$ cat src/rtl/fetch_ctrl_pkg.sv
// rtl/fetch_ctrl_pkg.sv - shared fetch definitions: state encodings, defaults, PC loader select
package fetch_ctrl_pkg;

  localparam int MemAddr  = 6;
  localparam int DataSize = 32;

  localparam int DEF_FLUSH_CYCLES = 2;
  localparam int DEF_BOOT_CYCLES  = 1;

  localparam logic PC_SEL_SEQ  = 1'b0;
  localparam logic PC_SEL_JUMP = 1'b1;

  typedef enum logic [1:0] {
    ST_BOOT  = 2'd0,
    ST_RUN   = 2'd1,
    ST_FLUSH = 2'd2,
    ST_HALT  = 2'd3
  } fetch_state_t;

endpackage

$ cat src/rtl/fetch_bubble_cnt.sv
// rtl/fetch_bubble_cnt.sv - loadable 4-bit down-counter timing the post-redirect bubbles
module fetch_bubble_cnt (
  input  logic       clk,
  input  logic       reset,
  input  logic       load,
  input  logic [3:0] load_val,
  input  logic       dec,
  output logic       zero
);

  logic [3:0] cnt;

  always_ff @(posedge clk) begin
    if (reset) begin
      cnt <= 4'd0;
    end else if (load) begin
      cnt <= load_val;
    end else if (dec && cnt != 4'd0) begin
      cnt <= cnt - 4'd1;
    end
  end

  assign zero = (cnt == 4'd0);

endmodule

$ cat src/rtl/fetch_ctrl.sv
// rtl/fetch_ctrl.sv - fetch sequencing FSM driving the PC loader and instruction ROM flush
module fetch_ctrl
  import fetch_ctrl_pkg::*;
#(
  parameter int ADDR_W       = MemAddr,
  parameter int FLUSH_CYCLES = DEF_FLUSH_CYCLES,
  parameter int BOOT_CYCLES  = DEF_BOOT_CYCLES
) (
  input  logic              clk,
  input  logic              reset,
  input  logic              stall,
  input  logic              redirect,
  input  logic [ADDR_W-1:0] redirect_addr,
  input  logic              halt,
  input  logic              resume,
  output logic              pc_enable,
  output logic              pc_select,
  output logic [ADDR_W-1:0] pc_jump_addr,
  output logic              rom_flush,
  output logic              fetch_valid,
  output logic [15:0]       fetch_count,
  output logic [1:0]        state_o
);

  localparam logic [3:0] FLUSH_INIT = 4'(FLUSH_CYCLES - 1);
  localparam logic [3:0] BOOT_LAST  = 4'(BOOT_CYCLES - 1);

  fetch_state_t state, state_n;
  logic [3:0]   boot_cnt;
  logic         flush_load, flush_dec, flush_zero;

  fetch_bubble_cnt u_bubble (
    .clk      (clk),
    .reset    (reset),
    .load     (flush_load),
    .load_val (FLUSH_INIT),
    .dec      (flush_dec),
    .zero     (flush_zero)
  );

  always_ff @(posedge clk) begin
    if (reset) begin
      state       <= ST_BOOT;
      boot_cnt    <= 4'd0;
      fetch_count <= 16'd0;
    end else begin
      state <= state_n;
      if (state == ST_BOOT && boot_cnt != BOOT_LAST) begin
        boot_cnt <= boot_cnt + 4'd1;
      end
      if (fetch_valid && fetch_count != 16'hFFFF) begin
        fetch_count <= fetch_count + 16'd1;
      end
    end
  end

  // redirect outranks halt, halt outranks resume, resume outranks stall
  always_comb begin
    state_n    = state;
    flush_load = 1'b0;
    flush_dec  = 1'b0;
    case (state)
      ST_BOOT: begin
        if (boot_cnt == BOOT_LAST) state_n = ST_RUN;
      end
      ST_RUN: begin
        if (redirect) begin
          state_n    = ST_FLUSH;
          flush_load = 1'b1;
        end else if (halt) begin
          state_n = ST_HALT;
        end
      end
      ST_FLUSH: begin
        if (redirect) begin
          flush_load = 1'b1;
        end else if (halt) begin
          state_n = ST_HALT;
        end else if (!stall) begin
          if (flush_zero) state_n = ST_RUN;
          else flush_dec = 1'b1;
        end
      end
      ST_HALT: begin
        if (redirect) begin
          state_n    = ST_FLUSH;
          flush_load = 1'b1;
        end else if (!halt && resume) begin
          state_n = ST_RUN;
        end
      end
      default: state_n = ST_BOOT;
    endcase
  end

  // reset forces the BOOT output values even before the first edge
  always_comb begin
    pc_enable   = 1'b0;
    pc_select   = PC_SEL_SEQ;
    rom_flush   = 1'b1;
    fetch_valid = 1'b0;
    if (!reset) begin
      case (state)
        ST_RUN, ST_FLUSH, ST_HALT: begin
          if (redirect) begin
            pc_enable = 1'b1;
            pc_select = PC_SEL_JUMP;
          end else if (state == ST_RUN && !halt) begin
            pc_enable   = ~stall;
            rom_flush   = 1'b0;
            fetch_valid = ~stall;
          end else if (state == ST_FLUSH && !halt) begin
            pc_enable = ~stall;
          end
        end
        default: ;
      endcase
    end
  end

  assign pc_jump_addr = redirect_addr;
  assign state_o      = state;

endmodule

$ cat config.mk
export PLATFORM = sky130hd
export DESIGN_NAME = fetch_ctrl
export DESIGN_NICKNAME = d
export VERILOG_FILES = /design/src/rtl/fetch_ctrl_pkg.sv /design/src/rtl/fetch_bubble_cnt.sv /design/src/rtl/fetch_ctrl.sv
export SDC_FILE = /design/constraint.sdc
export NUM_CORES = 1
export LEC_CHECK = 0
export ABC_AREA = 1
export BUFFER_PORTS_ARGS = -buffer_cell sky130_fd_sc_hd__buf_2
export CORE_ASPECT_RATIO = 0.7
export CORE_UTILIZATION = 48
export CTS_CLUSTER_SIZE = 30
export DETAILED_ROUTE_END_ITERATION = 16
export GPL_ROUTABILITY_DRIVEN = 0
export PLACE_DENSITY = 0.74
export SLEW_MARGIN = 0
export SYNTH_ARGS = -nofsm -noshare
export SYNTH_HDL_FRONTEND = slang
export SYNTH_SLANG_ARGS = --single-unit
export TNS_END_PERCENT = 30
$ cat constraint.sdc
create_clock -name clk -period 1.6 [get_ports clk]
set_clock_uncertainty 0.1 [all_clocks]
set_input_delay 0 -clock clk [delete_from_list [all_inputs] [get_ports clk]]
set_output_delay 0 -clock clk [all_outputs]
set_load 0.05 [all_outputs]
# Word level (Yosys, flattened, before mapping)

Cells that the tools add are included.

Add/subtract/negate cells: 3
Equal/unequal tests: 10
Mux-type cells: 33
Bitwise logic cells: 1
Reductions and logical operators: 16

Operator list:

| operator                                                              | number |
|---|---|
| 1-bit two-way mux                                                     | 23 |
| 2-bit two-way mux                                                     | 9 |
| 16-bit by 1-bit adder with 16-bit output, second input constant       | 1 |
| 16-bit != test, second input constant                                 | 1 |
| 3-bit != test, second input constant                                  | 4 |
| 4-bit logical NOT                                                     | 2 |
| 2-bit case mux with 4 select lines                                    | 1 |
| 4-bit nonzero test                                                    | 2 |
| 1-bit logical AND                                                     | 6 |
| 6-bit AND reduction                                                   | 1 |
| 4-bit by 1-bit adder with 4-bit output, second input constant         | 1 |
| 2-bit equality test, second input constant                            | 2 |
| 4-bit by 1-bit subtractor with 4-bit output, second input constant    | 1 |
| 3-bit OR reduction                                                    | 1 |
| 2-bit by 1-bit equality test with 1-bit output, second input constant | 1 |
| 2-bit logical NOT                                                     | 1 |
| 2-bit by 1-bit != test with 1-bit output, second input constant       | 1 |
| 2-bit != test, second input constant                                  | 1 |
| 2-bit nonzero test                                                    | 1 |
| 2-bit OR reduction                                                    | 1 |
| 1-bit logical NOT                                                     | 1 |
| 1-bit inverter                                                        | 1 |

Register bits after elaboration: 26
Output and inout port bits: 28
Word-level logic and storage cells: 68

# Depth between registers and ports, before layout

Depth in word-level cells: 9
Depth in mapped cells: 10
Depth with buffers taken out: 9

# Modules after synthesis

Synthesis repeated with hierarchy kept, for this count alone.

Cells, all modules: 267
Area, all modules: 1,747.9 sq um

Modules (own cells, without submodules):

| module           | times used | cells an instance | area each (sq um) |
|---|---|---|---|
| fetch_ctrl       | 1          | 226               | 1,473.9 |
| fetch_bubble_cnt | 1          | 41                | 274.0 |

# Least setup slack after synthesis

OpenSTA, ideal clock, no wires.

Path kind: register to output
Start: register state[0] (netlist: state_o[0])
End: output pc_enable
Arrival time: 2,446 ps
Required time: 1,500 ps
Setup slack: -946 ps
Stages on the path, launching flop included: 3
Path buffers: 0
Path through: dfxtp_1 > nor2_1 > nor4_1

Cells in the longest elaborated chain, start to end: 7
Elaborated cells on any way between the ends: 11
Classes of those cells: eq/ne: 3; mux: 5; reduce/logical: 3

Ends and longest elaborated chain:

| what                   | line                                 | source |
|---|---|---|
| from (decl)            | fetch_ctrl.sv:28                     | `fetch_state_t state, state_n;` |
| from (signal assigned) | fetch_ctrl.sv:47                     | `state <= state_n;` |
| 2-bit equality test    | fetch_ctrl.sv:103, fetch_ctrl.sv:112 |  |
| 1-bit logical AND      | fetch_ctrl.sv:112                    | `end else if (state == ST_FLUSH && !halt) begin` |
| 1-bit two-way mux      | fetch_ctrl.sv:112                    |  |
| 1-bit two-way mux      | fetch_ctrl.sv:108                    | `end else if (state == ST_RUN && !halt) begin` |
| 1-bit two-way mux      | fetch_ctrl.sv:105                    | `if (redirect) begin` |
| 1-bit two-way mux (*)  | fetch_ctrl.sv:103                    | `case (state)` |
| 1-bit two-way mux (*)  | fetch_ctrl.sv:102                    | `if (!reset) begin` |
| to (decl)              | fetch_ctrl.sv:16                     | `output logic pc_enable,` |

Every way passes the cells marked *; elsewhere a longest branch is shown, timed or not.

# Worst setup path after layout

Start: register fetch_count[0]
End: register fetch_count[6]

Cells in the longest elaborated chain, start to end: 2
Elaborated cells on any way between the ends: 3
Classes of those cells: add/sub: 1; eq/ne: 1; reduce/logical: 1

Ends and longest elaborated chain:

| what                                                                                             | line             | source |
|---|---|---|
| from (decl)                                                                                      | fetch_ctrl.sv:21 | `output logic [15:0] fetch_count,` |
| from (signal assigned)                                                                           | fetch_ctrl.sv:52 | `fetch_count <= fetch_count + 16'd1;` |
| parallel branches: the longest is 2 deep, another holds 16-bit by 1-bit adder with 16-bit output | --               |  |

Parallel ways; which one is timed is not known.
A chain may end at the register's enable or synchronous reset.

==> reports/results.txt <==
Finish-stage setup viols = 0
Worst Tran Pin Value = 0.5255 ns
post-synthesis async set-or-reset flop share = 0%
Synth top area share = 32.30%
Psw = 408.8 uW
Post-DP HPWL = 2827 um
max frequency = 651.1 MHz
sequential share of power = 51.1%
htree depth = 1
worst hold slack = 0.008250 ns
most common cell in the synthesized netlist = nand2_1
Synth cell types = 27
Synth Area per Inst = 6.421 um^2
final antenna-violating net count = 0
clock power share = 30.1%
Clock Sinks = 26
run status = finished with violations
remaining routing DRC violations = 2
Max Cap Viol = 0
CP Buf/Inv Count = 1
row count = 17
combinational share of power = 18.7%
router iterations before antenna repair = 10
RSZ-0062 raised after global routing = yes
area leader, netlist = dfxtp_1
total chip power = 1320 uW
synth-to-layout area growth = 31.06%
CP arrival = 1.64 ns
DRT iter0 DRCs = 128
Core Box Area = 3169 um^2
count of inserted antenna diode cells = 0
total wire length = 4148 um
share of cells above drive strength 1 = 28.24%
Die Y-Extent = 50.48 um
CTS tree = built
Startpoint Class = flip-flop
Sw Ratio = 30.97%
cell area after synthesis = 1612 um^2
yosys synthesis warning count = 0
Final period util = 96.00%
IO Pins = 40
Total Routing Usage GR = 24.11%
cell mode on critical path = nand2_4
cell internal pwr = 911.1 uW
initial antenna violation count = 0
Worst setup EP type = flip-flop
largest net degree at the start of global routing = 21
ys flop type = dfxtp_1
crit-path leading delay family = simple AND/OR/NAND/NOR gates
Die Width = 71.26 um
Slew Limit Fails = 0
Hold WC Path Type = in2reg
vias in the first global route = 1495
Syn Nets = 267
Final Net Count = 318
die area = 3597 um^2
total clock buffers created by CTS = 3
Pwr Density = 624.9 nW/um^2
Worst-path clk slew = 0.10 ns
required time worst endpoint = 1.71 ns
commonest cells in the synthesized netlist = nand2_1, nor2_1, dfxtp_1, inv_1, a21oi_1
clk root buf = clkbuf_8
leakage = 0.0008997 uW
Routed WL per cell = 12.24 um
I/O Buffers = 27
vias per cell = 5.139
Synth area leaders = dfxtp_1, nand2_1, nor2_1, a21oi_1, inv_1
GRT overflow = 0
Cells on Worst Hold Path = 4
sequential area share after synthesis = 32.30%
worst r2r path cells = 9
Worst path max stage delay = 0.38 ns
Crit-path slowest cell = dfxtp_4
CP Class = reg2reg
Clock Latency Late Sink = 0.28 ns
failing checks = design-rule violations
max_slew headroom = 64.85%
WP depth = 9
via count = 1742
Final Critical Period = 1.536 ns
FF+latch count, synth = 26
CP max FO = 7
Initial Util = 50.85%
Post-synth EDFFs = 0
Syn Inst Count = 251
Clock Path Buffers = 2
crit-path cells = ha_4 -> inv_1 -> nor2_2 -> nand2_2 -> nor2_4 -> nand2_4 -> nand2_4 -> nand2_1 -> a21oi_1
first-pass GRT wire length = 6858 um
Final Hold Viols = 0
worst vdd ir = 466.4 uV
worst paths after layout:
path / end / from / slack, ns
worst max-delay path: fetch_count[6] / fetch_count[0] / 0.06
worst min-delay path: boot_cnt[3] / reset / 0.008
worst max register to register: fetch_count[6] / fetch_count[0] / 0.06
worst min register to register: u_bubble.cnt[3] / u_bubble.cnt[3] / 0.38
sequential cells by signal (all words and copies together) (netlist names):
signal        cells
fetch_count      16
boot_cnt          4
u_bubble.cnt      4
state_o           2
layout by cell type (no fill, tap or decap), drive strengths merged, types with 2 or more instances in the layout:
master       count
dlygate4sd3      7
ha               4
nor2            39
a21oi           21
nand4            6
nand2           80
xor2             4
nand3           13
o21ai           13
inv             26
buf             47
and2             2
clkbuf           5
dfxtp           26
xnor2            3
metrics by stage:
stage / setup slack [ns] / utilization [%] / area, um^2 / cells / TNS [ns]
2_1_floorplan: -0.2423 / - / 1645 / 251 / -3.398
3_3_place_gp: 0.1010 / 59.22 / 1877 / 323 / 0
3_5_place_dp: 0.04682 / 59.22 / 1877 / 323 / 0
4_1_cts: 0.02283 / 62.85 / 1992 / 334 / 0
5_1_grt: -0.06986 / 66.64 / 2112 / 339 / -0.2329
6_report: 0.06406 / 66.64 / 2112 / 339 / 0
routing by layer:
layer  routed length, um  vias to the layer above  GRT usage (%)
met4                  30                        0          4.000
met3                 277                        4          5.020
met5                   0                        -              0
met2                1754                       58          36.35
li1                    -                      896              -
met1                2086                      784          35.64
power by group through the flow:
stage / clock network [uW] / registers [uW] / logic, uW
CTS: 398 / 676 / 238
global route: 427 / 678 / 269
finish: 398 / 675 / 247
floorplan: 0 / 718 / 162
detailed placement: 0 / 691 / 195
global placement: 0 / 691 / 194
cells by family (layout without fill, tap and decap cells):
logic type	count (synthesis)	after routing	share of synthesized area, %
buffers and inverters	36	85	10.95
adder cells (fa/ha/maj)	4	4	3.106
AND/OR/NAND/NOR	142	143	38.43
AO/OA/AOI/OAI	36	36	11.41
XOR/XNOR	7	7	3.804
flip-flops	26	26	32.30
worst min-delay path, stage by stage:
cell,delay (ns)
buf_2,0.09
inv_1,0.13
nand2_1,0.10
a21oi_1,0.03
area by class of cell:
cell class                 count  area, um^2
clock buffer                   4       45.04
tap                           38       47.55
sequential                    26       538.0
timing repair buffer          55       365.4
inverter                      26       97.59
fill                         301        1057
multi-input combinational    190        1018
repair_timing:
action / CTS / global route
setup endpoints to repair: 0 / 19
buffers inserted: 0 / 4
endpoints found under the hold margin: 7 / 0
resized for setup: 0 / 25
hold buffers: 7 / 0
Power figures use the tool's default switching activity.
